$ cat config.mk
export PLATFORM = sky130hd
export DESIGN_NAME = uart_controller
export DESIGN_NICKNAME = d
export VERILOG_FILES = /design/src/rtl/uart_controller_pkg.sv /design/src/rtl/uart_rx_fifo.sv /design/src/rtl/uart_controller.sv
export SDC_FILE = /design/constraint.sdc
export NUM_CORES = 1
export LEC_CHECK = 0
export ABC_AREA = 0
export BUFFER_PORTS_ARGS = -buffer_cell sky130_fd_sc_hd__buf_4
export CAP_MARGIN = 20
export CORE_UTILIZATION = 47
export CTS_CLUSTER_DIAMETER = 200
export DETAILED_ROUTE_END_ITERATION = 12
export GPL_TIMING_DRIVEN = 0
export PLACE_DENSITY = 0.76
export SYNTH_ARGS = -nofsm -noshare
export SYNTH_HDL_FRONTEND = slang
export SYNTH_SLANG_ARGS = --single-unit
$ cat constraint.sdc
create_clock -name clk -period 2.5 [get_ports clk]
set_input_delay 0.25 -clock clk [delete_from_list [all_inputs] [get_ports clk]]
set_output_delay 0.25 -clock clk [all_outputs]
set_load 0.05 [all_outputs]
$ cat src/rtl/uart_controller_pkg.sv
// Shared UART definitions: register offsets, status bit positions, FSM state types.
// Pure declarations, no logic or timing.
package uart_controller_pkg;

   localparam logic [31:0] UART_REG_DATA   = 32'h0;
   localparam logic [31:0] UART_REG_STATUS = 32'h4;

   localparam int ST_TX_READY  = 0;
   localparam int ST_RX_AVAIL  = 1;
   localparam int ST_FRAME_ERR = 2;
   localparam int ST_OVERRUN   = 3;

   typedef enum logic [1:0] {TX_IDLE, TX_START, TX_DATA, TX_STOP} tx_state_t;
   typedef enum logic [1:0] {RX_IDLE, RX_START, RX_DATA, RX_STOP} rx_state_t;

   function automatic logic [31:0] status_word(input logic tx_ready,
                                               input logic rx_avail,
                                               input logic frame_err,
                                               input logic overrun);
      logic [31:0] w;
      w               = '0;
      w[ST_TX_READY]  = tx_ready;
      w[ST_RX_AVAIL]  = rx_avail;
      w[ST_FRAME_ERR] = frame_err;
      w[ST_OVERRUN]   = overrun;
      return w;
   endfunction

endpackage

$ cat src/rtl/uart_rx_fifo.sv
// Synchronous FIFO for received bytes; head is visible combinationally, one-cycle push-to-head latency.
// A push while full is dropped unless a pop happens in the same cycle; a pop while empty is ignored.
module uart_rx_fifo #(
   parameter int WIDTH = 8,
   parameter int DEPTH = 4
) (
   input  logic             clk,
   input  logic             rst_n,
   input  logic             i_push,
   input  logic [WIDTH-1:0] i_push_dat,
   input  logic             i_pop,
   output logic             o_full,
   output logic             o_empty,
   output logic [WIDTH-1:0] o_head
);

   localparam int AW = $clog2(DEPTH);
   localparam logic [AW:0] FULL_CNT = (AW+1)'(DEPTH);

   logic [WIDTH-1:0] r_mem [DEPTH];
   logic [AW-1:0]    r_wr_ptr;
   logic [AW-1:0]    r_rd_ptr;
   logic [AW:0]      r_count;
   logic             w_do_push;
   logic             w_do_pop;

   assign o_full    = (r_count == FULL_CNT);
   assign o_empty   = (r_count == '0);
   assign o_head    = r_mem[r_rd_ptr];
   assign w_do_pop  = i_pop && !o_empty;
   // A pop frees the slot in the same edge, so a full FIFO can still accept.
   assign w_do_push = i_push && (!o_full || w_do_pop);

   always_ff @(posedge clk) begin
      if (w_do_push) begin
         r_mem[r_wr_ptr] <= i_push_dat;
      end
   end

   always_ff @(posedge clk or negedge rst_n) begin
      if (!rst_n) begin
         r_wr_ptr <= '0;
         r_rd_ptr <= '0;
         r_count  <= '0;
      end else begin
         if (w_do_push) begin
            r_wr_ptr <= r_wr_ptr + AW'(1);
         end
         if (w_do_pop) begin
            r_rd_ptr <= r_rd_ptr + AW'(1);
         end
         case ({w_do_push, w_do_pop})
            2'b10:   r_count <= r_count + (AW+1)'(1);
            2'b01:   r_count <= r_count - (AW+1)'(1);
            default: r_count <= r_count;
         endcase
      end
   end

endmodule

$ cat src/rtl/uart_controller.sv
// Bus-mapped 8N1 UART: TX holding register + shifter, RX deserializer into a small FIFO.
// Reads never stall; a DATA write stalls while the holding register is full and the shifter is not taking it.
module uart_controller
   import uart_controller_pkg::*;
#(
   parameter int CLK_FREQ = 50000000,
   parameter int BAUD     = 115200,
   parameter int RX_DEPTH = 4
) (
   input  logic        clk,
   input  logic        rst_n,
   input  logic [31:0] address,
   input  logic        read,
   input  logic        write,
   input  logic [31:0] data_wr,
   input  logic [3:0]  mask,
   output logic        stall,
   output logic [31:0] data_rd,
   output logic [31:0] data_rd_2,
   output logic        txd,
   input  logic        rxd
);

   localparam int DIV = CLK_FREQ / BAUD;
   localparam int CW  = $clog2(DIV) + 1;
   localparam logic [CW-1:0] BIT_LAST  = CW'(DIV - 1);
   localparam logic [CW-1:0] HALF_LAST = CW'(DIV / 2 - 1);

   if (DIV < 4) begin : g_bad_div
      $error("uart_controller: CLK_FREQ / BAUD must be at least 4");
   end
   if ((RX_DEPTH < 2) || ((RX_DEPTH & (RX_DEPTH - 1)) != 0)) begin : g_bad_depth
      $error("uart_controller: RX_DEPTH must be a power of two >= 2");
   end

   // Bus decode
   logic w_is_data;
   logic w_is_status;
   logic w_wr_data;
   logic w_wr_acc;
   logic w_pop;
   logic w_status_rd;
   logic w_unused_bits;

   assign w_is_data     = (address[2] == UART_REG_DATA[2]);
   assign w_is_status   = (address[2] == UART_REG_STATUS[2]);
   assign w_wr_data     = write && w_is_data && mask[0];
   assign w_unused_bits = ^{address[31:3], address[1:0], data_wr[31:8], mask[3:1]};

   // TX
   tx_state_t     r_tx_state, w_tx_state_nxt;
   logic [CW-1:0] r_tx_cnt, w_tx_cnt_nxt;
   logic [2:0]    r_tx_bit, w_tx_bit_nxt;
   logic [7:0]    r_tx_shift, w_tx_shift_nxt;
   logic [7:0]    r_hold;
   logic          r_hold_full;
   logic          r_txd;
   logic          w_txd_nxt;
   logic          w_tx_take;
   logic          w_tx_bit_end;

   assign w_tx_bit_end = (r_tx_cnt == BIT_LAST);

   always_comb begin
      w_tx_state_nxt = r_tx_state;
      w_tx_cnt_nxt   = r_tx_cnt + CW'(1);
      w_tx_bit_nxt   = r_tx_bit;
      w_tx_shift_nxt = r_tx_shift;
      w_tx_take      = 1'b0;
      case (r_tx_state)
         TX_IDLE: begin
            w_tx_cnt_nxt = '0;
            if (r_hold_full) begin
               w_tx_take      = 1'b1;
               w_tx_state_nxt = TX_START;
            end
         end
         TX_START: begin
            if (w_tx_bit_end) begin
               w_tx_state_nxt = TX_DATA;
               w_tx_cnt_nxt   = '0;
               w_tx_bit_nxt   = '0;
            end
         end
         TX_DATA: begin
            if (w_tx_bit_end) begin
               w_tx_cnt_nxt   = '0;
               w_tx_shift_nxt = {1'b0, r_tx_shift[7:1]};
               w_tx_bit_nxt   = r_tx_bit + 3'd1;
               if (r_tx_bit == 3'd7) begin
                  w_tx_state_nxt = TX_STOP;
               end
            end
         end
         TX_STOP: begin
            // Reloading straight from the last stop cycle keeps consecutive frames gapless.
            if (w_tx_bit_end) begin
               w_tx_cnt_nxt = '0;
               if (r_hold_full) begin
                  w_tx_take      = 1'b1;
                  w_tx_state_nxt = TX_START;
               end else begin
                  w_tx_state_nxt = TX_IDLE;
               end
            end
         end
         default: w_tx_state_nxt = TX_IDLE;
      endcase
      if (w_tx_take) begin
         w_tx_shift_nxt = r_hold;
      end
   end

   always_comb begin
      case (w_tx_state_nxt)
         TX_START: w_txd_nxt = 1'b0;
         TX_DATA:  w_txd_nxt = w_tx_shift_nxt[0];
         default:  w_txd_nxt = 1'b1;
      endcase
   end

   assign stall    = w_wr_data && r_hold_full && !w_tx_take;
   assign w_wr_acc = w_wr_data && !stall;
   assign txd      = r_txd;

   always_ff @(posedge clk or negedge rst_n) begin
      if (!rst_n) begin
         r_tx_state  <= TX_IDLE;
         r_tx_cnt    <= '0;
         r_tx_bit    <= '0;
         r_tx_shift  <= '0;
         r_txd       <= 1'b1;
         r_hold      <= '0;
         r_hold_full <= 1'b0;
      end else begin
         r_tx_state <= w_tx_state_nxt;
         r_tx_cnt   <= w_tx_cnt_nxt;
         r_tx_bit   <= w_tx_bit_nxt;
         r_tx_shift <= w_tx_shift_nxt;
         r_txd      <= w_txd_nxt;
         if (w_wr_acc) begin
            r_hold      <= data_wr[7:0];
            r_hold_full <= 1'b1;
         end else if (w_tx_take) begin
            r_hold_full <= 1'b0;
         end
      end
   end

   // RX
   rx_state_t     r_rx_state, w_rx_state_nxt;
   logic [CW-1:0] r_rx_cnt, w_rx_cnt_nxt;
   logic [2:0]    r_rx_bit, w_rx_bit_nxt;
   logic [7:0]    r_rx_shift, w_rx_shift_nxt;
   logic          r_rx_s1;
   logic          r_rx_s2;
   logic          w_rx_push;
   logic          w_ferr_set;
   logic          w_ovr_set;
   logic          w_rx_bit_end;
   logic          r_frame_err;
   logic          r_overrun;
   logic          w_fifo_full;
   logic          w_fifo_empty;
   logic [7:0]    w_fifo_head;

   assign w_rx_bit_end = (r_rx_cnt == BIT_LAST);

   always_comb begin
      w_rx_state_nxt = r_rx_state;
      w_rx_cnt_nxt   = r_rx_cnt + CW'(1);
      w_rx_bit_nxt   = r_rx_bit;
      w_rx_shift_nxt = r_rx_shift;
      w_rx_push      = 1'b0;
      w_ferr_set     = 1'b0;
      case (r_rx_state)
         RX_IDLE: begin
            w_rx_cnt_nxt = '0;
            if (!r_rx_s2) begin
               w_rx_state_nxt = RX_START;
            end
         end
         RX_START: begin
            // Mid start bit: a line back high means it was only a glitch.
            if (r_rx_cnt == HALF_LAST) begin
               w_rx_cnt_nxt   = '0;
               w_rx_bit_nxt   = '0;
               w_rx_state_nxt = r_rx_s2 ? RX_IDLE : RX_DATA;
            end
         end
         RX_DATA: begin
            if (w_rx_bit_end) begin
               w_rx_cnt_nxt   = '0;
               w_rx_shift_nxt = {r_rx_s2, r_rx_shift[7:1]};
               w_rx_bit_nxt   = r_rx_bit + 3'd1;
               if (r_rx_bit == 3'd7) begin
                  w_rx_state_nxt = RX_STOP;
               end
            end
         end
         RX_STOP: begin
            if (w_rx_bit_end) begin
               w_rx_cnt_nxt   = '0;
               w_rx_push      = r_rx_s2;
               w_ferr_set     = !r_rx_s2;
               w_rx_state_nxt = RX_IDLE;
            end
         end
         default: w_rx_state_nxt = RX_IDLE;
      endcase
   end

   assign w_pop       = read && w_is_data && !w_fifo_empty;
   assign w_status_rd = read && w_is_status;
   assign w_ovr_set   = w_rx_push && w_fifo_full && !w_pop;

   always_ff @(posedge clk or negedge rst_n) begin
      if (!rst_n) begin
         r_rx_s1     <= 1'b1;
         r_rx_s2     <= 1'b1;
         r_rx_state  <= RX_IDLE;
         r_rx_cnt    <= '0;
         r_rx_bit    <= '0;
         r_rx_shift  <= '0;
         r_frame_err <= 1'b0;
         r_overrun   <= 1'b0;
      end else begin
         r_rx_s1    <= rxd;
         r_rx_s2    <= r_rx_s1;
         r_rx_state <= w_rx_state_nxt;
         r_rx_cnt   <= w_rx_cnt_nxt;
         r_rx_bit   <= w_rx_bit_nxt;
         r_rx_shift <= w_rx_shift_nxt;
         // A new error on the clearing edge wins so it is never lost.
         if (w_ferr_set) begin
            r_frame_err <= 1'b1;
         end else if (w_status_rd) begin
            r_frame_err <= 1'b0;
         end
         if (w_ovr_set) begin
            r_overrun <= 1'b1;
         end else if (w_status_rd) begin
            r_overrun <= 1'b0;
         end
      end
   end

   uart_rx_fifo #(
      .WIDTH (8),
      .DEPTH (RX_DEPTH)
   ) u_rx_fifo (
      .clk        (clk),
      .rst_n      (rst_n),
      .i_push     (w_rx_push),
      .i_push_dat (w_rx_shift_nxt),
      .i_pop      (w_pop),
      .o_full     (w_fifo_full),
      .o_empty    (w_fifo_empty),
      .o_head     (w_fifo_head)
   );

   always_comb begin
      if (w_is_status) begin
         data_rd = status_word(!r_hold_full, !w_fifo_empty, r_frame_err, r_overrun);
      end else begin
         data_rd = {24'b0, (w_fifo_empty ? 8'h00 : w_fifo_head)};
      end
   end

   assign data_rd_2 = '0;

endmodule

==> results.sh, run 1 <==
export IMPL_status="finished, violations left"
export IMPL_failed_checks="negative hold slack"
export IMPL_layout_fillers=853
export IMPL_die_width_um=104
export IMPL_worstSetupEndpointType="flip-flop"
export IMPL_timing_final_hold_violations=15
export IMPL_synthesis_yosys_warnings=0
export IMPL_fmaxAchievable_mhz=414
export IMPL_critical_path_class="flip-flop to flip-flop"
export IMPL_totalPowerFinal_uw=3410
export IMPL_instances_no_fill=649
export IMPL_initial_utilization_pct=48.2
export IMPL_worstPathRequired_ps=2780
export IMPL_max_clock_path_buffers=2
export IMPL_via_per_inst=4.70
export IMPL_timing_critical_path_arrival_ps=2690
export IMPL_grt_setup_unrepaired="true"
export IMPL_most_frequently_used_flop_master_after_synthesis="sky130_fd_sc_hd__dfrtp_1"
export IMPL_globalRouteTotalUtil_pct=16.2
export IMPL_worst_hold_path_type="input pin to asynchronous set/reset pin"
export IMPL_totalWireLength_mm=8.31
export IMPL_boundary_pins=139
export IMPL_synth_seq_cells=99
export IMPL_synth_sequential_area_ratio_pct=53.5
export IMPL_residual_overflow_from_global_routing=0
export IMPL_ant_diodes=0
export IMPL_gp_congestion=0.827
export IMPL_period_minus_slack_ps=2420
export IMPL_worst_case_register_to_register_setup_slack_ps=80
export IMPL_synth_edff_count=32
export IMPL_dieArea_mm2=0.0109
export IMPL_grt_max_degree=68
export IMPL_detail_route_drc_violations=0
export IMPL_rows=37
export IMPL_timing_max_slew_rel_slack_pct=43.7
export IMPL_grt_pass1_wl_mm=13.8
export IMPL_placeableCoreArea_mm2=0.0102
export IMPL_pwr_density_cell_mw_per_mm2=591
export IMPL_worst_r2r_startpoint="r_rx_cnt[2]"
export IMPL_timing_final_crit_share_pct=96.7
export IMPL_timing_final_setup_violations=0
export IMPL_power_leakage_uw=0.00277
export IMPL_finClkSkew_ps=13.7
export IMPL_avgSynthCellArea_um2=12.0
export IMPL_die_h_um=104
export IMPL_timing_critical_path_from_type="flip-flop"
export IMPL_clockRootBuffer="sky130_fd_sc_hd__clkbuf_8"
export IMPL_placedCellCount=625
export IMPL_ant_nets=0
export IMPL_worst_r2r_path_depth=10
export IMPL_number_of_global_route_vias_before_repair=2920
export IMPL_syn_inst=410
export IMPL_clk_insertion_delay_late_ps=360
export IMPL_async_set_reset_flop_share_out_of_synthesis_pct=67.7
export IMPL_nets=601
export IMPL_r2r_end="u_rx_fifo.r_count[2]"
export IMPL_total_cts_buffers=9
export IMPL_synth_cell_area_mm2=0.00493
export IMPL_crit_path_max_fanout=2
export IMPL_detailedRoute_firstIterationViolations=167
export IMPL_timing_final_max_slew_violations=0
export IMPL_synth_lib_cells_used_distinct=59
export IMPL_drt_wirelength_per_cell_um=12.8
export IMPL_layout_area_overhead_vs_synth_pct=17.0
export IMPL_drt_pass1_iterations=4
export IMPL_htreeDepth=3
export IMPL_clk_pin_slew_worst_paths_ps=100
export IMPL_vias=3050
export IMPL_grt_antenna_before_repair=0
export IMPL_clock_sinks=99
export IMPL_cap_viol_max_count=0
export IMPL_tritoncts="yes"
export IMPL_post_route_cells_drive_above_1_share_pct=29.2
export IMPL_max_vdd_ir_drop_mv=0.358
export IMPL_dp_hpwl_mm=5.80
export IMPL_worstMarginPinSlew_ps=844
export IMPL_finalHoldWorstSlack_ps=-51.3
export IMPL_port_buffers=24
area by class of cell:
type	count	area, um^2	area share [%]
clock inverter	5	56.3	0.975
timing repair buffer	32	243	4.20
inverter	16	60.1	1.04
buffer	64	460	7.97
tap	136	170	2.95
clock buffer	11	131	2.28
sequential	99	2640	45.8
multi-input combinational	286	2010	34.8
through the flow:
step | TNS (ps) | hold WS (ps) | cell area (um^2) | setup WS, ps | util [%]
after global placement | -344 | 347 | 5500 | -180 | 53.7
after detailed placement | -420 | 348 | 5500 | -222 | 53.7
final | 0 | -51.3 | 5770 | 83.5 | 56.4
after global routing | -87.7 | 26.5 | 5770 | -87.7 | 56.4
after floorplan | 0 | -45.6 | 5150 | 26.6 | -
after CTS | -14.0 | 13.7 | 5730 | -14.0 | 56.0
power by group:
part,switching (uW),internal (uW),total [uW]
clock network,539,463,1000
registers,56.0,1740,1790
logic,385,231,616
critical path, cell delays in order (launching register included):
cell and delay, ps:
sky130_fd_sc_hd__dfrtp_2 420, sky130_fd_sc_hd__or3b_4 410, sky130_fd_sc_hd__nor4_4 130, sky130_fd_sc_hd__nand4b_1 190
sky130_fd_sc_hd__nor3b_4 230, sky130_fd_sc_hd__inv_2 70, sky130_fd_sc_hd__ha_4 160, sky130_fd_sc_hd__fa_2 330
sky130_fd_sc_hd__xnor2_1 130, sky130_fd_sc_hd__nor2_1 120, sky130_fd_sc_hd__xor2_1 160
kinds of logic after synthesis:
family	count (synthesis)	synth area share [%]
AND/OR/NAND/NOR	122	13.0
flip-flops	99	53.5
buffers and inverters	80	10.5
AO/OA/AOI/OAI	38	5.53
multiplexers	27	8.04
XOR/XNOR	23	4.08
adder cells (fa/ha/maj)	20	5.22
other	1	0.0760
layer usage:
metal | part of all wire [%] | GRT usage, %
met1 | 45 | 20.6
met2 | 49 | 27.2
met3 | 4.8 | 4.45
met4 | 1.2 | 4.59
met5 | 0 | 0
worst max path at each step:
| stage | start | to | slack, ps | cells after the start |
|---|---|---|---|---|
| floorplan | r_rx_cnt[2] | u_rx_fifo.r_count[2] | 30 | 10 |
| global placement | r_rx_cnt[2] | u_rx_fifo.r_count[2] | -180 | 10 |
| detailed placement | r_rx_cnt[2] | u_rx_fifo.r_count[2] | -220 | 10 |
| CTS | r_rx_cnt[9] | u_rx_fifo.r_count[2] | -10 | 10 |
| global route | r_rx_cnt[2] | u_rx_fifo.r_count[2] | -90 | 10 |
| finish | r_rx_cnt[2] | u_rx_fifo.r_count[2] | 80 | 10 |
synthesized netlist by cell type, types with 2 or more instances:
library cell / n / share of area (%)
sky130_fd_sc_hd__nand3_1: 9 / 0.91
sky130_fd_sc_hd__clkbuf_1: 5 / 0.38
sky130_fd_sc_hd__and2_1: 11 / 1.4
sky130_fd_sc_hd__ha_1: 19 / 4.8
sky130_fd_sc_hd__buf_4: 56 / 8.5
sky130_fd_sc_hd__nand2_1: 31 / 2.4
sky130_fd_sc_hd__nor3_1: 3 / 0.30
sky130_fd_sc_hd__and4bb_2: 2 / 0.51
sky130_fd_sc_hd__mux2_2: 17 / 3.9
sky130_fd_sc_hd__a22o_1: 4 / 0.71
sky130_fd_sc_hd__edfxtp_1: 32 / 19
sky130_fd_sc_hd__xor2_1: 8 / 1.4
sky130_fd_sc_hd__or2_2: 2 / 0.25
sky130_fd_sc_hd__dfrtp_1: 64 / 32
sky130_fd_sc_hd__nand4bb_1: 2 / 0.46
sky130_fd_sc_hd__inv_1: 16 / 1.2
sky130_fd_sc_hd__and3_1: 5 / 0.63
sky130_fd_sc_hd__nor2_1: 37 / 2.8
sky130_fd_sc_hd__nand2b_1: 3 / 0.38
sky130_fd_sc_hd__dfstp_2: 3 / 1.6
sky130_fd_sc_hd__a31oi_1: 7 / 0.89
sky130_fd_sc_hd__mux4_2: 8 / 3.7
sky130_fd_sc_hd__o31ai_1: 2 / 0.30
sky130_fd_sc_hd__nand4_1: 3 / 0.38
sky130_fd_sc_hd__o21ai_0: 8 / 0.81
sky130_fd_sc_hd__buf_2: 2 / 0.20
sky130_fd_sc_hd__nor2b_1: 3 / 0.38
sky130_fd_sc_hd__a21oi_1: 3 / 0.30
sky130_fd_sc_hd__xnor2_1: 15 / 2.7
registers in the layout, indices dropped and copies added, names as in the netlist, 8 cells and up, named ones only:
signal and flops:
u_rx_fifo.r_mem 32, r_rx_cnt 10, r_tx_cnt 10, r_tx_shift 8, r_rx_shift 8, r_hold 8
timing repair:
action / CTS / global route
resized for setup: 1 / 6
hold endpoints to repair: 1 / 0
hold buffers: 1 / 0
buffers inserted: 4 / 3
setup endpoints to repair: 2 / 24
pin swaps: 3 / 5
cell usage in the layout (no fill, tap or decap), types with 2 or more instances in the layout:
master / n
sky130_fd_sc_hd__buf_4: 87
sky130_fd_sc_hd__xor2_1: 8
sky130_fd_sc_hd__nand4bb_1: 2
sky130_fd_sc_hd__and2_1: 11
sky130_fd_sc_hd__ha_1: 17
sky130_fd_sc_hd__nand2_1: 31
sky130_fd_sc_hd__and4bb_2: 2
sky130_fd_sc_hd__nor2b_1: 3
sky130_fd_sc_hd__mux2_2: 17
sky130_fd_sc_hd__nor3_1: 3
sky130_fd_sc_hd__o31ai_1: 2
sky130_fd_sc_hd__xnor2_1: 15
sky130_fd_sc_hd__nor2_1: 37
sky130_fd_sc_hd__conb_1: 56
sky130_fd_sc_hd__inv_1: 14
sky130_fd_sc_hd__nand2b_1: 3
sky130_fd_sc_hd__buf_2: 2
sky130_fd_sc_hd__or2_2: 2
sky130_fd_sc_hd__nand3_1: 9
sky130_fd_sc_hd__and3_1: 5
sky130_fd_sc_hd__clkbuf_8: 9
sky130_fd_sc_hd__clkbuf_1: 7
sky130_fd_sc_hd__a22o_1: 4
sky130_fd_sc_hd__o21ai_0: 8
sky130_fd_sc_hd__inv_2: 2
sky130_fd_sc_hd__clkinv_4: 2
sky130_fd_sc_hd__nor3b_2: 2
sky130_fd_sc_hd__edfxtp_1: 32
sky130_fd_sc_hd__a31oi_1: 7
sky130_fd_sc_hd__dfstp_2: 3
sky130_fd_sc_hd__dfrtp_1: 63
sky130_fd_sc_hd__nand4_1: 3
sky130_fd_sc_hd__a21oi_1: 3
sky130_fd_sc_hd__mux4_2: 8
No activity file was read; power rests on OpenSTA's default activity.
==> run 2: changes to the inputs <==
==> constraint.sdc (replaced) <==
create_clock -name clk -period 2.5 [get_ports clk]
set_input_delay 0.125 -clock clk [delete_from_list [all_inputs] [get_ports clk]]
set_output_delay 0.125 -clock clk [all_outputs]
set_load 0.05 [all_outputs]
==> results.sh, run 2 (synthesized netlist as in run 1, its figures left out) <==
export IMPL_worstSetupEndpointType="flip-flop"
export IMPL_gp_congestion=0.827
export IMPL_worst_r2r_startpoint="r_rx_cnt[2]"
export IMPL_crit_path_max_fanout=2
export IMPL_pwr_density_cell_mw_per_mm2=583
export IMPL_initial_utilization_pct=48.2
export IMPL_min_delay_endpoint="r_hold_full"
export IMPL_boundary_pins=139
export IMPL_worstMarginPinSlew_ps=842
export IMPL_largest_registers="u_rx_fifo.r_mem (32), r_rx_cnt (10), r_tx_cnt (10)"
export IMPL_layout_area_overhead_vs_synth_pct=18.8
export IMPL_nets=610
export IMPL_totalWireLength_mm=8.36
export IMPL_port_buffers=24
export IMPL_residual_overflow_from_global_routing=0
export IMPL_globalRouteTotalUtil_pct=16.5
export IMPL_max_vdd_ir_drop_mv=0.360
export IMPL_timing_final_hold_violations=0
export IMPL_timing_max_slew_rel_slack_pct=43.9
export IMPL_largest_register_ffs=32
export IMPL_dp_hpwl_mm=5.80
export IMPL_timing_final_max_slew_violations=0
export IMPL_final_common_cell="sky130_fd_sc_hd__buf_4"
export IMPL_commonest_non_fill_non_tap_cells_in_the_layout="sky130_fd_sc_hd__buf_4 (87), sky130_fd_sc_hd__dfrtp_1 (63), sky130_fd_sc_hd__conb_1 (56), sky130_fd_sc_hd__nor2_1 (37), sky130_fd_sc_hd__edfxtp_1 (32)"
export IMPL_ant_diodes=0
export IMPL_timing_critical_path_from_type="flip-flop"
export IMPL_multi_input_comb_area_mm2=0.00201
export IMPL_max_clock_path_buffers=2
export IMPL_detailedRoute_firstIterationViolations=149
export IMPL_die_width_um=104
export IMPL_status="complete, no violations"
export IMPL_clock_sinks=99
export IMPL_timing_final_setup_violations=0
export IMPL_grt_util_met3_pct=4.45
export IMPL_placeableCoreArea_mm2=0.0102
export IMPL_fmaxAchievable_mhz=414
export IMPL_ant_nets=0
export IMPL_rows=37
export IMPL_worst_hold_path_num_cells=3
export IMPL_detail_route_drc_violations=0
export IMPL_total_cts_buffers=9
export IMPL_top_usage_layer="met2"
export IMPL_cap_viol_max_count=0
export IMPL_clk_pin_slew_worst_paths_ps=80
export IMPL_met1_usage_pct=20.6
export IMPL_tritoncts="yes"
export IMPL_worst_case_register_to_register_setup_slack_ps=80
export IMPL_via_per_inst=4.68
export IMPL_timing_critical_path_arrival_ps=2690
export IMPL_final_setup_worst_slack_ps=83.4
export IMPL_worstPathRequired_ps=2770
export IMPL_grt_pass1_wl_mm=14.0
export IMPL_clk_insertion_delay_late_ps=360
export IMPL_die_h_um=104
export IMPL_layout_fillers=844
export IMPL_grt_antenna_before_repair=0
export IMPL_drt_pass1_iterations=5
export IMPL_place_ws_ps=-222
export IMPL_setup_total_neg_slack_ps=0
export IMPL_worst_hold_path_type="input pin to flip-flop"
export IMPL_grt_max_degree=68
export IMPL_number_of_global_route_vias_before_repair=2969
export IMPL_finClkSkew_ps=14.2
export IMPL_power_leakage_uw=0.00281
export IMPL_use_met2_pct=28.0
export IMPL_worstHoldStart="write"
export IMPL_r2r_end="u_rx_fifo.r_count[2]"
export IMPL_period_minus_slack_ps=2420
export IMPL_clockRootBuffer="sky130_fd_sc_hd__clkbuf_8"
export IMPL_grt_setup_unrepaired="true"
export IMPL_sequential_cell_area_mm2=0.00264
export IMPL_worst_r2r_path_depth=10
export IMPL_dieArea_mm2=0.0109
export IMPL_critical_path_class="flip-flop to flip-flop"
export IMPL_post_route_cells_drive_above_1_share_pct=28.7
export IMPL_drt_wirelength_per_cell_um=12.7
export IMPL_top_register="u_rx_fifo.r_mem"
export IMPL_vias=3081
export IMPL_htreeDepth=3
export IMPL_timing_final_crit_share_pct=96.7
[run 2: final cells by class]
class | count | area share (%)
repair buffers | 41 | 5.68
inverters | 16 | 1.02
clock buffers | 11 | 2.24
well taps | 136 | 2.90
flip-flops and latches | 99 | 45.1
clock inverters | 5 | 0.960
multi-input cells | 286 | 34.3
plain buffers | 64 | 7.85
[run 2: worst max path at each step]
stage / start / endpoint / cells past startpoint
2_1_floorplan: r_rx_cnt[2] / u_rx_fifo.r_count[2] / 10
3_3_place_gp: r_rx_cnt[2] / u_rx_fifo.r_count[2] / 10
3_5_place_dp: r_rx_cnt[2] / u_rx_fifo.r_count[2] / 10
4_1_cts: r_rx_cnt[9] / u_rx_fifo.r_count[2] / 10
5_1_grt: r_rx_cnt[2] / u_rx_fifo.r_count[2] / 10
6_report: r_rx_cnt[2] / u_rx_fifo.r_count[2] / 10
[run 2: worst max-delay path: stages (launching register included)]
cell and delay [ps]:
sky130_fd_sc_hd__dfrtp_2 420, sky130_fd_sc_hd__or3b_4 410, sky130_fd_sc_hd__nor4_4 130, sky130_fd_sc_hd__nand4b_1 190, sky130_fd_sc_hd__nor3b_4 230, sky130_fd_sc_hd__inv_2 70, sky130_fd_sc_hd__ha_4 160, sky130_fd_sc_hd__fa_2 330
sky130_fd_sc_hd__xnor2_1 130, sky130_fd_sc_hd__nor2_1 130, sky130_fd_sc_hd__xor2_1 160
[run 2: metrics by stage]
stage	instances	util, %	power (uW)	cell area [um^2]	hold slack [ps]
detailed placement	625	53.7	2440	5500	236
CTS	655	56.8	3440	5820	35.0
floorplan	465	-	2320	5150	-171
global route	658	57.3	3570	5860	64.2
finish	658	57.3	3420	5860	50.2
global placement	625	53.7	2420	5500	233
[run 2: what timing repair did]
| item | in CTS | in global routing |
|---|---|---|
| hold buffers | 10 | 0 |
| resized for setup | 1 | 6 |
| setup buffers | 4 | 3 |
| endpoints found under the hold margin | 73 | 0 |
| pin swaps | 3 | 5 |
| endpoints found under the setup margin | 2 | 22 |
[run 2: routing by layer]
layer / vias to the layer above / routed length, um / share of wire (%)
li1: 1517 / - / -
met5: - / 0 / 0
met3: 8 / 375 / 4.5
met2: 72 / 4120 / 49
met1: 1484 / 3750 / 45
met4: 0 / 114 / 1.4
[run 2: where the power goes]
part	switching, uW	internal, uW	leakage, uW	total (uW)
logic	387	240	0.00148	628
clock network	537	463	0.0000949	1000
registers	55.5	1740	0.00124	1790
total	980	2440	0.00281	3420
==> run 3: changes to the inputs <==
GPL_TIMING_DRIVEN = not set   (was 0)
==> results.sh, run 3 (synthesized netlist as in run 1, its figures left out) <==
export IMPL_status="complete, no violations"
export IMPL_worstSetupEndpointType="flip-flop"
export IMPL_worst_path_buf_inv=1
export IMPL_placedCellCount=572
export IMPL_max_vdd_ir_drop_mv=0.299
export IMPL_worst_hold_path_num_cells=3
export IMPL_tritoncts="yes"
export IMPL_rows=37
export IMPL_globalRouteTotalUtil_pct=15.9
export IMPL_timing_final_max_slew_violations=0
export IMPL_dieArea_mm2=0.0109
export IMPL_worst_case_register_to_register_setup_slack_ps=40
export IMPL_ant_nets=0
export IMPL_period_minus_slack_ps=2460
export IMPL_worst_hold_path_type="input pin to flip-flop"
export IMPL_clk_pin_slew_worst_paths_ps=90
export IMPL_grt_max_degree=68
export IMPL_clock_sinks=99
export IMPL_detailedRoute_firstIterationViolations=148
export IMPL_placeableCoreArea_mm2=0.0102
export IMPL_initial_utilization_pct=48.2
export IMPL_totalWireLength_mm=8.02
export IMPL_finClkSkew_ps=11.3
export IMPL_clockRootBuffer="sky130_fd_sc_hd__clkbuf_8"
export IMPL_layout_fillers=836
export IMPL_fin_area_mm2=0.00552
export IMPL_timing_critical_path_arrival_ps=2720
export IMPL_critPathTopFamily="simple AND/OR/NAND/NOR gates"
export IMPL_worstHoldStart="write"
export IMPL_worst_path_cell_trace="or3b_4 -> nor4_4 -> nand4b_1 -> nor3b_4 -> inv_2 -> ha_4 -> fa_2 -> xnor2_1 -> nor2_1 -> xor2_1"
export IMPL_layout_area_overhead_vs_synth_pct=11.8
export IMPL_boundary_pins=139
export IMPL_drt_pass1_iterations=4
export IMPL_drt_wirelength_per_cell_um=13.3
export IMPL_grt_setup_unrepaired="true"
export IMPL_worst_r2r_path_depth=10
export IMPL_slowest_delay_ps=420
export IMPL_timing_final_hold_violations=0
export IMPL_timing_final_crit_share_pct=98.4
export IMPL_sequential_cell_area_mm2=0.00264
export IMPL_largest_registers="u_rx_fifo.r_mem (32), r_rx_cnt (10), r_tx_cnt (10)"
export IMPL_dpl_cell_area_mm2=0.00516
export IMPL_ant_diodes=0
export IMPL_number_of_global_route_vias_before_repair=2819
export IMPL_instances_no_fill=603
export IMPL_largest_register_ffs=32
export IMPL_via_per_inst=4.84
export IMPL_grt_antenna_before_repair=0
export IMPL_htreeDepth=3
export IMPL_min_delay_endpoint="r_hold_full"
export IMPL_setup_total_neg_slack_ps=0
export IMPL_r2r_end="u_rx_fifo.r_count[2]"
export IMPL_worstPathRequired_ps=2760
export IMPL_clk_insertion_delay_late_ps=370
export IMPL_detail_route_drc_violations=0
export IMPL_post_route_cells_drive_above_1_share_pct=21.2
export IMPL_die_h_um=104
export IMPL_timing_critical_path_from_type="flip-flop"
export IMPL_nets=555
export IMPL_worstMarginPinSlew_ps=848
export IMPL_timing_final_setup_violations=0
export IMPL_max_clock_path_buffers=2
export IMPL_final_common_cell="sky130_fd_sc_hd__dfrtp_1"
export IMPL_dp_hpwl_mm=5.49
export IMPL_residual_overflow_from_global_routing=0
export IMPL_timing_critical_path_slowest_stage_cell="sky130_fd_sc_hd__or3b_4"
export IMPL_die_width_um=104
export IMPL_gp_congestion=0.823
export IMPL_grt_pass1_wl_mm=13.4
export IMPL_crit_path_max_fanout=2
export IMPL_critical_path_class="flip-flop to flip-flop"
export IMPL_total_cts_buffers=9
export IMPL_top_register="u_rx_fifo.r_mem"
export IMPL_multi_input_comb_area_mm2=0.00200
export IMPL_final_core_utilization_pct=53.9
export IMPL_port_buffers=24
export IMPL_power_leakage_uw=0.00255
export IMPL_timing_max_slew_rel_slack_pct=43.5
export IMPL_commonest_non_fill_non_tap_cells_in_the_layout="sky130_fd_sc_hd__dfrtp_1 (64), sky130_fd_sc_hd__conb_1 (56), sky130_fd_sc_hd__nor2_1 (37), sky130_fd_sc_hd__buf_4 (37), sky130_fd_sc_hd__edfxtp_1 (32)"
export IMPL_vias=2921
export IMPL_worst_r2r_startpoint="r_rx_cnt[2]"
export IMPL_pwr_density_cell_mw_per_mm2=617
export IMPL_fmaxAchievable_mhz=406
export IMPL_cap_viol_max_count=0
[run 3: tightest hold or removal path, cell delays in order]
cell                      delay (ps)
sky130_fd_sc_hd__buf_4            80
sky130_fd_sc_hd__nand3_1         100
sky130_fd_sc_hd__nand2_1          70
[run 3: worst max path at each step]
| stage | from | end | slack (ps) | depth (start not counted) |
|---|---|---|---|---|
| 5_1_grt | r_rx_cnt[1] | u_rx_fifo.r_count[2] | -60 | 12 |
| 2_1_floorplan | r_rx_cnt[2] | u_rx_fifo.r_count[2] | 30 | 10 |
| 3_5_place_dp | r_rx_cnt[2] | u_rx_fifo.r_count[2] | 10 | 10 |
| 6_report | r_rx_cnt[2] | u_rx_fifo.r_count[2] | 40 | 10 |
| 4_1_cts | r_rx_cnt[2] | u_rx_fifo.r_count[2] | 8 | 10 |
| 3_3_place_gp | r_rx_cnt[9] | u_rx_fifo.r_count[2] | 30 | 10 |
[run 3: power breakdown]
| group | internal, uW | switching, uW | total (uW) | leakage (uW) |
|---|---|---|---|---|
| clock network | 482 | 579 | 1060 | 0.000104 |
| logic | 179 | 322 | 501 | 0.00120 |
| registers | 1740 | 106 | 1840 | 0.00124 |
| total | 2400 | 1010 | 3410 | 0.00255 |
[run 3: timing repair]
action | 4_1_cts | 5_1_grt
gates resized for setup | 3 | 0
endpoints found under the setup margin | 2 | 2
pin swaps | 6 | 3
hold buffers | 10 | 0
buffers inserted | 4 | 1
endpoints found under the hold margin | 73 | 0
[run 3: area by class of cell]
type	instances	share of cell area, %
clock buffers	9	2.24
repair buffers	50	7.93
inverters	16	1.09
clock inverters	7	1.50
flip-flops and latches	99	47.9
well taps	136	3.08
multi-input cells	286	36.3
[run 3: per-stage QoR]
| stage | hold WS [ps] | power [uW] | worst slack, ps |
|---|---|---|---|
| after floorplan | -171 | 2320 | 26.6 |
| after global placement | 234 | 2360 | 30.9 |
| after detailed placement | 240 | 2370 | 12.6 |
| after CTS | 11.7 | 3450 | 7.73 |
| after global routing | 35.7 | 3550 | -63.0 |
| final | 35.9 | 3410 | 39.3 |
[run 3: layer usage]
layer / track usage, % / vias up / wire length, um
li1: - / 1413 / -
met1: 20.3 / 1417 / 3650
met2: 25.7 / 82 / 3890
met3: 3.57 / 9 / 330
met4: 7.65 / 0 / 146
met5: 0 / - / 0
